===== src/rtl/frame_streamer.sv =====
// Streams one raster frame from a 2-cycle-latency frame memory as valid-strobed RGB565 pixels with (h,v) counts.
// Latency: first pixel 2 enabled cycles after its address; frame_done one cycle after the last pixel.
// Backpressure: hold_in freezes FSM, counters and pipeline; define FRAME_STREAMER_BORDER_EN to blank the frame border.
module frame_streamer #(
  parameter int H_ACTIVE = 320,
  parameter int V_ACTIVE = 240,
  parameter int ADDR_W   = 17
) (
  input  logic              clk_in,
  input  logic              rst_in,
  input  logic              start_in,
  input  logic              hold_in,
  output logic [ADDR_W-1:0] mem_addr_out,
  output logic              mem_en_out,
  input  logic [15:0]       mem_data_in,
  output logic              data_valid_out,
  output logic [15:0]       pixel_data_out,
  output logic [10:0]       hcount_out,
  output logic [9:0]        vcount_out,
  output logic              busy_out,
  output logic              frame_done_out
);

  typedef enum logic [1:0] {IDLE, RUN, DRAIN} state_t;

  localparam logic [10:0]       H_LAST   = 11'(H_ACTIVE - 1);
  localparam logic [9:0]        V_LAST   = 10'(V_ACTIVE - 1);
  localparam logic [ADDR_W-1:0] ADDR_ONE = ADDR_W'(1);

  state_t            state_q;
  logic [ADDR_W-1:0] addr_q;
  logic [10:0]       h_q;
  logic [9:0]        v_q;
  logic              drain_q;
  logic              done_q;

  logic              s1_vld_q;
  logic [10:0]       s1_h_q;
  logic [9:0]        s1_v_q;
  logic              s2_vld_q;
  logic [10:0]       s2_h_q;
  logic [9:0]        s2_v_q;

  logic [15:0]       pix_last_q;
  logic [10:0]       h_last_q;
  logic [9:0]        v_last_q;

  logic              en;
  logic              last_pix;
  logic [15:0]       pix_new;

  assign en             = ~hold_in;
  assign last_pix       = (h_q == H_LAST) && (v_q == V_LAST);
  assign mem_en_out     = en;
  assign mem_addr_out   = addr_q;
  assign busy_out       = (state_q != IDLE);
  assign frame_done_out = done_q;
  assign data_valid_out = s2_vld_q & en;

  always_comb begin
    pix_new = mem_data_in;
`ifdef FRAME_STREAMER_BORDER_EN
    if (s2_h_q == 11'd0 || s2_h_q == H_LAST || s2_v_q == 10'd0 || s2_v_q == V_LAST)
      pix_new = 16'h0000;
`endif
  end

  // A stalled stage-2 pixel is not shown; the previously presented values stay on the outputs.
  assign pixel_data_out = data_valid_out ? pix_new : pix_last_q;
  assign hcount_out     = data_valid_out ? s2_h_q  : h_last_q;
  assign vcount_out     = data_valid_out ? s2_v_q  : v_last_q;

  always_ff @(posedge clk_in or negedge rst_in) begin
    if (!rst_in) begin
      state_q    <= IDLE;
      addr_q     <= '0;
      h_q        <= '0;
      v_q        <= '0;
      drain_q    <= 1'b0;
      done_q     <= 1'b0;
      s1_vld_q   <= 1'b0;
      s1_h_q     <= '0;
      s1_v_q     <= '0;
      s2_vld_q   <= 1'b0;
      s2_h_q     <= '0;
      s2_v_q     <= '0;
      pix_last_q <= '0;
      h_last_q   <= '0;
      v_last_q   <= '0;
    end else begin
      pix_last_q <= pixel_data_out;
      h_last_q   <= hcount_out;
      v_last_q   <= vcount_out;
      done_q     <= 1'b0;
      if (en) begin
        s1_vld_q <= (state_q == RUN);
        s1_h_q   <= h_q;
        s1_v_q   <= v_q;
        s2_vld_q <= s1_vld_q;
        s2_h_q   <= s1_h_q;
        s2_v_q   <= s1_v_q;
        case (state_q)
          IDLE: begin
            // A start landing on the done pulse belongs to the frame just finished.
            if (start_in && !done_q) state_q <= RUN;
          end
          RUN: begin
            if (last_pix) begin
              addr_q  <= '0;
              h_q     <= '0;
              v_q     <= '0;
              drain_q <= 1'b0;
              state_q <= DRAIN;
            end else begin
              addr_q <= addr_q + ADDR_ONE;
              if (h_q == H_LAST) begin
                h_q <= '0;
                v_q <= v_q + 10'd1;
              end else begin
                h_q <= h_q + 11'd1;
              end
            end
          end
          DRAIN: begin
            if (drain_q) begin
              state_q <= IDLE;
              done_q  <= 1'b1;
            end else begin
              drain_q <= 1'b1;
            end
          end
          default: state_q <= IDLE;
        endcase
      end
    end
  end

endmodule


===== config.mk =====
export PLATFORM = sky130hd
export DESIGN_NAME = frame_streamer
export DESIGN_NICKNAME = d
export VERILOG_FILES = /design/src/rtl/frame_streamer.sv
export SDC_FILE = /design/constraint.sdc
export NUM_CORES = 1
export LEC_CHECK = 0
export ABC_AREA = 1
export BUFFER_PORTS_ARGS = -buffer_cell sky130_fd_sc_hd__buf_2
export CAP_MARGIN = 20
export CELL_PAD_IN_SITES_DETAIL_PLACEMENT = 0
export CELL_PAD_IN_SITES_GLOBAL_PLACEMENT = 1
export CORE_AREA = 8 8 131 133
export CTS_CLUSTER_DIAMETER = 80
export CTS_CLUSTER_SIZE = 14
export DETAILED_ROUTE_END_ITERATION = 12
export DIE_AREA = 0 0 139 141
export PLACE_DENSITY_LB_ADDON = 0.1
export SLEW_MARGIN = 30
export SYNTH_ARGS = -nofsm -noshare
export SYNTH_HDL_FRONTEND = slang
export SYNTH_SLANG_ARGS = --single-unit

===== constraint.sdc =====
create_clock -name clk_in -period 1.5 [get_ports clk_in]
set_clock_uncertainty 0.1 [all_clocks]
set_input_delay 0.075 -clock clk_in [delete_from_list [all_inputs] [get_ports clk_in]]
set_output_delay 0.075 -clock clk_in [all_outputs]
set_load 0.02 [all_outputs]

# Word level (Yosys, flattened, before mapping)
# Cells that the tools add are included.
# op_classes
n_addsub	3
n_eq_ne	7
mux	17
bitwise_logic	2
n_reduce_logical	11
# op_table
operator	n
$mux 11	3
$mux 10	3
$add 17x1->17 const B	1
$mux 17	1
$mux 16	1
$add 11x1->11 const B	1
$eq 11x9->1 const B	1
$add 10x1->10 const B	1
$eq 10x8->1 const B	1
$mux 2	3
$ne 2x2->1 const B	3
$pmux 2 s3	1
$reduce_and 3->1	2
$reduce_bool 2->1	3
$mux 1	4
$reduce_and 4->1	1
$eq 2x1->1 const B	1
$eq 2x2->1 const B	1
$logic_and 1x1->1	2
$logic_not 2->1	1
$pmux 1 s2	1
$reduce_and 2->1	1
$and 1x1->1	1
$logic_not 1->1	1
$not 1->1	1
# word_totals
regBits	123
word_cells	55

# Logic depth before layout (Yosys ltp)
# Gate-level depths: netlist of run 1.
# logic_depth
depth_word	4
mapped_depth	10
mapped_depth_nobuf	10

# Least setup slack after synthesis of run 1
# Ideal clock, no wire load.
# synth_path
path_type	reg2reg
startpoint	register h_q[0]
endpoint	register v_q[8]
setup_time_ps	121
arrival_ps	1332
t_required_ps	1279
slack_ps	-53
stages_incl_launch_ff	10
n_path_buf	1
path_cell_list	dfrtp_1 > ha_1 > nand2_1 > inv_2 > nand3_2 > nor2_4 > nand3_2 > buf_6 > nand2_1 > o21ai_2
# synth_via
elab_chain_len	4
# synth_rtl
element	line_no	rtl
from (decl)	32	logic [10:0] h_q;
from (signal assigned)	120	h_q <= h_q + 11'd1;
$eq 11x9->1 *	53, 116	
$logic_and 1x1->1	53	assign last_pix = (h_q == H_LAST) && (v_q == V_LAST);
$reduce_bool 2->1 (no line)	n/a	
$reduce_and 3->1 (no line)	n/a	
to (signal assigned)	118	v_q <= v_q + 10'd1;
to (decl)	33	logic [9:0] v_q;
# Mark *: on every way between the ends. The rest lies on a longest branch, timed or not.
# A chain may end at the register's enable or synchronous reset.

# Final worst setup path of run 1
# layout_path
startpoint	register s2_vld_q
endpoint	output port vcount_out[2]
# layout_via
elab_chain_len	2
# layout_rtl
element	line_no	rtl
from (decl)	40	logic s2_vld_q;
from (signal assigned)	99	s2_vld_q <= s1_vld_q;
$and 1x1->1	58	assign data_valid_out = s2_vld_q & en;
$mux 10	71	assign vcount_out = data_valid_out ? s2_v_q : v_last_q;
to (decl)	19	output logic [9:0] vcount_out,
# No other way between the ends.

==> results_dict.tcl, run 1 <==
set metrics [dict create \
    worst-slew-pin-transition_ns 0.485 \
    hold_viol 0 \
    largest_net_degree_at_the_start_of_global_routing 39 \
    pre_cts_slack_ns -0.137 \
    cp.required_ns 1.32 \
    ctsLongestPathBuffers 2 \
    peak_vdd_ir_v 0.000893 \
    core-area_um2 15000 \
    layout_stage_area_growth_over_the_synthesis_result_pct 45.3 \
    finalCriticalPeriod_ns 1.66 \
    worst_hold_path_type "input port to asynchronous set/reset pin" \
    cts_tree "yes" \
    endpoint_of_the_worst_slack_reg_to_reg_timing_path "mem_addr_out[7]" \
    drv_slew 0 \
    die-area_um2 19600 \
    route.vias.total 4825 \
    max_cap_viol_count 0 \
    worst_setup_path_startpoint "s2_vld_q" \
    critical_path_sink "vcount_out[2]" \
    final_cells 1052 \
    fin_crit_sh_pct 111 \
    synth_warnings 0 \
    timing.rr.start "h_q[0]" \
    ff2ff_path_depth 8 \
    setup_viol 71 \
    layout.nets 874 \
    synth_fp_nets 708 \
    synth-seq-area-share_pct 55.1 \
    grt.total_usage_pct 15.7 \
    dr.first_iter.drc_count 184 \
    place.port_buffers 77 \
    grt_pass1_vias 5035 \
    post-route-drc-count 0 \
    diodes 0 \
    final_worst_setup_slack_ns -0.160 \
    place_inst 984 \
    dp_hpwl_um 9970 \
    initial_core_utilization_pct 37.3 \
    worst_slew_margin_rel_pct 67.6 \
    tritoncts.num_buffers 17 \
    register_bit_total_from_synthesis 123 \
    ctsRootBufferMaster "sky130_fd_sc_hd__clkbuf_16" \
    ant_nets 0 \
    timing.setup.tns_ns -6.69 \
    worst_slack_on_hold_paths_ns 0.0660 \
    syn-instance-count 685 \
    drt_first_pass_iters 5 \
    die_w_um 139 \
    route.detailed.wl_per_inst_um 14.1 \
    clkSinkCount 123 \
    boundaryPins 78 \
    clock_insertion_delay_worst_skew_ns 0.41 \
    finalWeightedCongestion 0.821 \
    std_cell_rows 45 \
    worstPathArrival_ns 1.49 \
    run_status "finished with violations" \
    timing.critical_path.from_type "flip-flop" \
    crit_type "flip-flop to output pin" \
    grt_pass1_wl_um 24800 \
    max_freq_mhz 602 \
    worst-r2r-setup-slack_ns -0.11 \
    via_per_inst 4.59 \
    totalPowerFinal_w 0.0129 \
    syn_avg_cell_area_um2 8.16 \
    antenna_violations_before_repair 0 \
    pwr_density_cell_nw_per_um2 1590 \
    power.leakage_nw 4.20 \
    route.final.wire_length_um 14900 \
    die_h_um 141 \
    failed_checks "setup timing" \
    h-tree-depth 4 \
    mappedNetlistArea_um2 5590 \
    clk_pin_slew_ns 0.06 \
    netlist-cell-type-count 32 \
    grt_setup_unrepaired "true" \
    globalRoute.totalOverflow 0 \
    crit_path_end_kind "output pin" \
    fraction_of_layout_instances_using_a_drive_strength_above_1_pct 33.1 \
    crit_fanout 9 \
]
==> cells in the final DEF, fill, tap and decap left out, types with 13 or more instances in the layout <==
cell,n
sky130_fd_sc_hd__buf_2,37
sky130_fd_sc_hd__buf_4,61
sky130_fd_sc_hd__buf_6,43
sky130_fd_sc_hd__clkbuf_16,20
sky130_fd_sc_hd__dfrtp_1,121
sky130_fd_sc_hd__dlygate4sd3_1,18
sky130_fd_sc_hd__inv_1,45
sky130_fd_sc_hd__nand2_1,252
sky130_fd_sc_hd__nand2_2,41
sky130_fd_sc_hd__nand3_1,22
sky130_fd_sc_hd__nand4_1,13
sky130_fd_sc_hd__nor2_1,39
sky130_fd_sc_hd__o21ai_0,29
==> routing by layer <==
metal / vias up / global-route usage [%] / share of wire, %
met5: - / 0 / 0
met4: 0 / 4.68 / 0.80
met3: 8 / 4.69 / 4.1
met2: 82 / 26.4 / 49
met1: 2257 / 19.1 / 47
li1: 2478 / - / -
==> per-stage QoR <==
| stage | util, % | instance area, µm² |
|---|---|---|
| floorplan | - | 5620 |
| global placement | 44.3 | 6630 |
| detailed placement | 44.3 | 6630 |
| CTS | 53.0 | 7950 |
| global route | 54.2 | 8120 |
| finish | 54.2 | 8120 |
==> timing repair <==
| action | 4_1_cts | 5_1_grt |
|---|---|---|
| resized for setup | 137 | 26 |
| hold endpoints to repair | 140 | 0 |
| hold buffers | 18 | 0 |
| cloned | 3 | 3 |
| pin swaps | 15 | 6 |
| setup buffers | 6 | 7 |
| setup endpoints to repair | 70 | 74 |
==> cells in the mapped netlist, drive strengths merged <==
| cell type | count | area (µm²) |
|---|---|---|
| nand2 | 302 | 1150 |
| or2 | 1 | 6.26 |
| buf | 18 | 111 |
| nor3 | 13 | 70.1 |
| inv | 57 | 216 |
| ha | 3 | 37.5 |
| a21oi | 7 | 35.0 |
| nand4 | 14 | 93.8 |
| o21bai | 5 | 41.3 |
| dfrtp | 123 | 3080 |
| nor3b | 1 | 12.5 |
| xnor2 | 1 | 8.76 |
| nor2 | 52 | 248 |
| o21ai | 41 | 216 |
| clkbuf | 7 | 26.3 |
| clkinv | 2 | 7.51 |
| xor2 | 7 | 61.3 |
| nand3 | 31 | 165 |
==> cell type report <==
type | instances | area [µm²]
fillers | 1398 | 6860
inverters | 59 | 236
multi-input cells | 478 | 2390
repair buffers | 172 | 1590
well taps | 188 | 235
flip-flops and latches | 123 | 3080
clock inverters | 11 | 119
clock buffers | 21 | 460
==> critical path, cell delays in order, from the launching register on <==
cell                        delay (ns)
sky130_fd_sc_hd__dfrtp_1          0.41
sky130_fd_sc_hd__nand2_4          0.11
sky130_fd_sc_hd__buf_6            0.13
sky130_fd_sc_hd__clkbuf_16        0.15
sky130_fd_sc_hd__nand2_1          0.06
sky130_fd_sc_hd__nand2_2          0.09
sky130_fd_sc_hd__buf_6            0.12
==> cell families (layout without fill, tap and decap cells) <==
kind of cell	Yosys count	in the layout	share of synthesized area, %
DFF	123	123	55.1
and+or+nand+nor	414	414	31.3
adders and majority gates	3	3	0.672
AOI/OAI and AO/OA	53	53	5.24
xor gates and xnor gates	8	8	1.25
buffers and inverters	84	263	6.47
==> where the power goes <==
group | internal, W | leakage, nW | switching, W | total (W)
combinational | 0.00202 | 2.37 | 0.00247 | 0.00450
clock | 0.00253 | 0.287 | 0.00146 | 0.00399
sequential | 0.00407 | 1.55 | 0.000371 | 0.00444
==> registers in the layout (all words and copies together), names as in the netlist, 11 cells and up <==
signal,cells
mem_addr_out,17
pix_last_q,16
h_last_q,11
h_q,11
s1_h_q,11
s2_h_q,11
==> worst min-delay path by stage <==
stage / from / endpoint / slack (ns) / cells after the start
after floorplan: rst_in / drain_q / -0.32 / 0
after global placement: rst_in / s2_v_q[5] / -0.03 / 1
after detailed placement: rst_in / v_last_q[1] / -0.03 / 1
after CTS: start_in / state_q[1] / 0.05 / 5
after global routing: rst_in / s2_v_q[9] / 0.11 / 2
final: rst_in / s2_v_q[5] / 0.07 / 2
Note: power is estimated with default switching activity, not from simulation.
==> run 2: changes to the inputs <==
--- a/config.mk
+++ b/config.mk
@@ -16,6 +16,7 @@
 export DETAILED_ROUTE_END_ITERATION = 12
 export DIE_AREA = 0 0 139 141
 export PLACE_DENSITY_LB_ADDON = 0.1
+export RECOVER_POWER = 100
 export SLEW_MARGIN = 30
 export SYNTH_ARGS = -nofsm -noshare
 export SYNTH_HDL_FRONTEND = slang
==> results_dict.tcl, run 2 (synthesis gave the netlist of run 1 again) <==
set metrics [dict create \
    grt.total_usage_pct 15.7 \
    place.port_buffers 77 \
    h-tree-depth 4 \
    power.leakage_nw 4.17 \
    largest_net_degree_at_the_start_of_global_routing 39 \
    max_freq_mhz 602 \
    clkSinkCount 123 \
    grt_setup_unrepaired "true" \
    fraction_of_layout_instances_using_a_drive_strength_above_1_pct 32.3 \
    initial_core_utilization_pct 37.3 \
    die_w_um 139 \
    setup_viol 71 \
    layout_stage_area_growth_over_the_synthesis_result_pct 44.4 \
    min_path_cells 5 \
    max_cap_viol_count 0 \
    cp.required_ns 1.32 \
    post-route-drc-count 0 \
    crit_type "flip-flop to output pin" \
    die-area_um2 19600 \
    failed_checks "setup timing" \
    totalPowerFinal_w 0.0129 \
    ant_nets 0 \
    dp_hpwl_um 9970 \
    route.vias.total 4820 \
    worst_slew_margin_rel_pct 41.6 \
    hold_viol 0 \
    final_util_pct 53.9 \
    fin_crit_sh_pct 111 \
    cts_tree "yes" \
    layout_commonest_cell "sky130_fd_sc_hd__nand2_1" \
    peak_vdd_ir_v 0.000891 \
    drt_first_pass_iters 6 \
    boundaryPins 78 \
    pwr_density_cell_nw_per_um2 1600 \
    timing.critical_path.from_type "flip-flop" \
    layout.nets 874 \
    ff2ff_path_depth 8 \
    antenna_violations_before_repair 0 \
    route.final.wire_length_um 14900 \
    most-common-layout-cells "sky130_fd_sc_hd__nand2_1 (252), sky130_fd_sc_hd__dfrtp_1 (121), sky130_fd_sc_hd__buf_4 (54), sky130_fd_sc_hd__inv_1 (46), sky130_fd_sc_hd__buf_6 (46)" \
    diodes 0 \
    route.detailed.wl_per_inst_um 14.2 \
    dr.first_iter.drc_count 164 \
    fillerInstances 1405 \
    place_inst 984 \
    largest_register_ffs 17 \
    ctsLongestPathBuffers 2 \
    final_worst_setup_slack_ns -0.161 \
    core-area_um2 15000 \
    finalCriticalPeriod_ns 1.66 \
    clk_pin_slew_ns 0.06 \
    worst_hold_path_type "input port to flip-flop" \
    die_h_um 141 \
    via_per_inst 4.58 \
    worst-slew-pin-transition_ns 0.876 \
    drv_slew 0 \
    finalWeightedCongestion 0.821 \
    clock_insertion_delay_worst_skew_ns 0.41 \
    ctsRootBufferMaster "sky130_fd_sc_hd__clkbuf_16" \
    worstPathArrival_ns 1.49 \
    worst_slack_on_hold_paths_ns 0.0742 \
    globalRoute.totalOverflow 0 \
    grt_pass1_vias 5035 \
    tritoncts.num_buffers 17 \
    pre_cts_slack_ns -0.137 \
    std_cell_rows 45 \
    crit_fanout 9 \
    final_cells 1052 \
    grt_pass1_wl_um 24800 \
    crit_path_end_kind "output pin" \
    run_status "finished with violations" \
]
run 2: repair_timing:
action / 4_1_cts / 5_1_grt
endpoints found under the setup margin: 70 / 74
gates cloned: 3 / 3
hold buffers: 18 / 0
setup buffers: 6 / 7
pin swaps: 15 / 6
endpoints found under the hold margin: 140 / 0
gates resized for setup: 137 / 26
run 2: power breakdown:
part / total [W] / switching [W] / internal (W)
Combinational: 0.00446 / 0.00247 / 0.00199
Clock: 0.00399 / 0.00146 / 0.00253
Sequential: 0.00444 / 0.000370 / 0.00407
Total: 0.0129 / 0.00430 / 0.00859
run 2: path summary, 6_finish.rpt:
path / slack (ns) / to / from
worst min register to register: 0.37 / s2_h_q[5] / s1_h_q[5]
worst min-delay path: 0.07 / state_q[1] / start_in
max in group asynchronous: 0.27 / mem_addr_out[13] / rst_in
min in group asynchronous: 0.21 / v_last_q[1] / rst_in
worst max-delay path: -0.16 / vcount_out[2] / s2_vld_q
worst max register to register: -0.11 / mem_addr_out[7] / h_q[0]
run 2: layer usage:
metal	share of wire, %	global-route usage, %	vias to the layer above
li1	-	-	2477
met1	47	19.1	2251
met2	48	26.4	83
met3	4.1	4.69	9
met4	0.82	4.68	0
met5	0	0	-
run 2: worst max-delay path, cell delays in order (launching register included):
cell and delay [ns]:
sky130_fd_sc_hd__dfrtp_1 0.40, sky130_fd_sc_hd__nand2_4 0.11, sky130_fd_sc_hd__buf_6 0.13, sky130_fd_sc_hd__clkbuf_16 0.15, sky130_fd_sc_hd__nand2_1 0.06, sky130_fd_sc_hd__nand2_2 0.09
sky130_fd_sc_hd__buf_6 0.12
run 2: area by class of cell:
type / count / area [µm²] / share of cell area, %
Sequential cell: 123 / 3080 / 38.2
Multi-Input combinational cell: 478 / 2390 / 29.7
Timing Repair Buffer: 172 / 1540 / 19.1
Clock buffer: 21 / 460 / 5.71
Inverter: 59 / 236 / 2.93
Tap cell: 188 / 235 / 2.92
Clock inverter: 11 / 119 / 1.47
run 2: metrics by stage:
stage	setup TNS (ns)	cell area, µm²
3_5_place_dp	-2.32	6630
3_3_place_gp	-2.22	6630
5_1_grt	-12.88	8070
4_1_cts	-7.40	7950
6_report	-6.84	8070
2_1_floorplan	-0.366	5620
==> run 3: changes to the inputs <==
--- a/config.mk
+++ b/config.mk
@@ -15,8 +15,9 @@
 export CTS_CLUSTER_SIZE = 14
 export DETAILED_ROUTE_END_ITERATION = 12
 export DIE_AREA = 0 0 139 141
-export PLACE_DENSITY_LB_ADDON = 0.1
+export PLACE_DENSITY = 0.72
 export RECOVER_POWER = 100
+export SKIP_CTS_REPAIR_TIMING = 1
 export SLEW_MARGIN = 30
 export SYNTH_ARGS = -nofsm -noshare
 export SYNTH_HDL_FRONTEND = slang
==> results_dict.tcl, run 3 (synthesis gave the netlist of run 1 again) <==
set metrics [dict create \
    totalPowerFinal_w 0.0128 \
    cp.required_ns 1.32 \
    route.vias.total 4931 \
    worst_slew_margin_rel_pct 48.2 \
    final_cells 1044 \
    drv_slew 0 \
    fillerInstances 1381 \
    tritoncts.num_buffers 17 \
    core-area_um2 15000 \
    post_dp_cell_area_um2 6630 \
    cts_tree "yes" \
    grt_pass1_wl_um 23100 \
    place_inst 984 \
    multi_input_area_um2 2510 \
    fraction_of_layout_instances_using_a_drive_strength_above_1_pct 33.3 \
    hold_viol 1 \
    max_freq_mhz 607 \
    layout_stage_area_growth_over_the_synthesis_result_pct 43.7 \
    grt_setup_unrepaired "true" \
    max_cap_viol_count 0 \
    worstPathArrival_ns 1.47 \
    std_cell_rows 45 \
    die-area_um2 19600 \
    layout.nets 867 \
    dp_hpwl_um 9860 \
    dr.first_iter.drc_count 179 \
    run_status "finished with violations" \
    final_worst_setup_slack_ns -0.148 \
    crit_type "flip-flop to output pin" \
    pwr_density_cell_nw_per_um2 1600 \
    ctsLongestPathBuffers 2 \
    antenna_violations_before_repair 0 \
    route.detailed.wl_per_inst_um 14.3 \
    register_area_um2 3080 \
    h-tree-depth 4 \
    finalCriticalPeriod_ns 1.65 \
    timing.critical_path.from_type "flip-flop" \
    final_util_pct 53.6 \
    die_h_um 141 \
    clock_insertion_delay_worst_skew_ns 0.42 \
    worst_hold_path_type "input port to flip-flop" \
    power.leakage_nw 4.08 \
    stdcell_area_um2 8030 \
    grt.total_usage_pct 14.4 \
    ant_nets 0 \
    globalRoute.totalOverflow 0 \
    setup_viol 71 \
    place.port_buffers 77 \
    most-common-layout-cells "sky130_fd_sc_hd__nand2_1 (237), sky130_fd_sc_hd__dfrtp_1 (121), sky130_fd_sc_hd__nand2_2 (53), sky130_fd_sc_hd__buf_4 (48), sky130_fd_sc_hd__inv_1 (46)" \
    initial_core_utilization_pct 37.3 \
    via_per_inst 4.72 \
    fin_crit_sh_pct 110 \
    peak_vdd_ir_v 0.00100 \
    worst-slew-pin-transition_ns 0.777 \
    layout_commonest_cell "sky130_fd_sc_hd__nand2_1" \
    boundaryPins 78 \
    clkSinkCount 123 \
    die_w_um 139 \
    clk_pin_slew_ns 0.05 \
    failed_checks "hold timing, setup timing" \
    finalWeightedCongestion 0.805 \
    ctsRootBufferMaster "sky130_fd_sc_hd__clkbuf_16" \
    largest_register_ffs 17 \
    crit_path_end_kind "output pin" \
    crit_fanout 9 \
    largest_net_degree_at_the_start_of_global_routing 40 \
    drt_first_pass_iters 5 \
    diodes 0 \
    worst_slack_on_hold_paths_ns -0.0985 \
    post-route-drc-count 0 \
    grt_pass1_vias 4854 \
    route.final.wire_length_um 14900 \
]
## run 3: changes by cell type in the layout (fill, tap and decap cells not counted), sizes merged
cell / change
buf: -17
bufinv: -1
clkbuf: +12
clkinv: -6
clkinvlp: +5
dlygate4sd3: -1
## run 3: final timing paths
check / from / endpoint / slack [ns] / cells past startpoint
max: s2_vld_q / pixel_data_out[3] / -0.15 / 6
max reg2reg: h_q[1] / drain_q / -0.11 / 8
min: hold_in / s1_v_q[0] / -0.1 / 2
max in group asynchronous: rst_in / pix_last_q[12] / 0.19 / 3
min reg2reg: s1_h_q[4] / s2_h_q[4] / 0.36 / 2
min in group asynchronous: rst_in / s2_v_q[2] / 0.18 / 2
## run 3: metrics by stage
stage / TNS (ns) / setup WS (ns)
global route: -12.74 / -0.245
floorplan: -0.366 / -0.0338
CTS: -10.20 / -0.221
finish: -6.40 / -0.148
detailed placement: -2.46 / -0.140
global placement: -2.37 / -0.125
## run 3: final cells by class
type | count | share of cell area (%)
Sequential cell | 123 | 38.4
Multi-Input combinational cell | 478 | 31.3
Timing Repair Buffer | 165 | 17.3
Clock buffer | 22 | 6.03
Tap cell | 188 | 2.93
Inverter | 59 | 2.91
Clock inverter | 9 | 1.11
## run 3: report_power, final
group          internal (W)  switching [W]  leakage (nW)
Combinational       0.00189        0.00256          2.27
Sequential          0.00407       0.000385          1.55
Clock               0.00244        0.00146         0.263
Total               0.00840        0.00440          4.08
## run 3: critical path, cell delays in order, from the launching register on
cell and delay [ns]:
sky130_fd_sc_hd__dfrtp_1 0.38, sky130_fd_sc_hd__nand2_4 0.11, sky130_fd_sc_hd__inv_6 0.11, sky130_fd_sc_hd__buf_6 0.16, sky130_fd_sc_hd__nand2_1 0.07, sky130_fd_sc_hd__nand2_1 0.09
sky130_fd_sc_hd__buf_4 0.15
## run 3: layer usage
metal	vias to the layer above	wire length, µm	share of wire, %	GRT usage, %
met3	37	739	5.0	5.03
li1	2461	-	-	-
met2	131	7030	47	23.1
met5	-	0	0	0
met1	2302	6720	45	17.3
met4	0	386	2.6	6.35
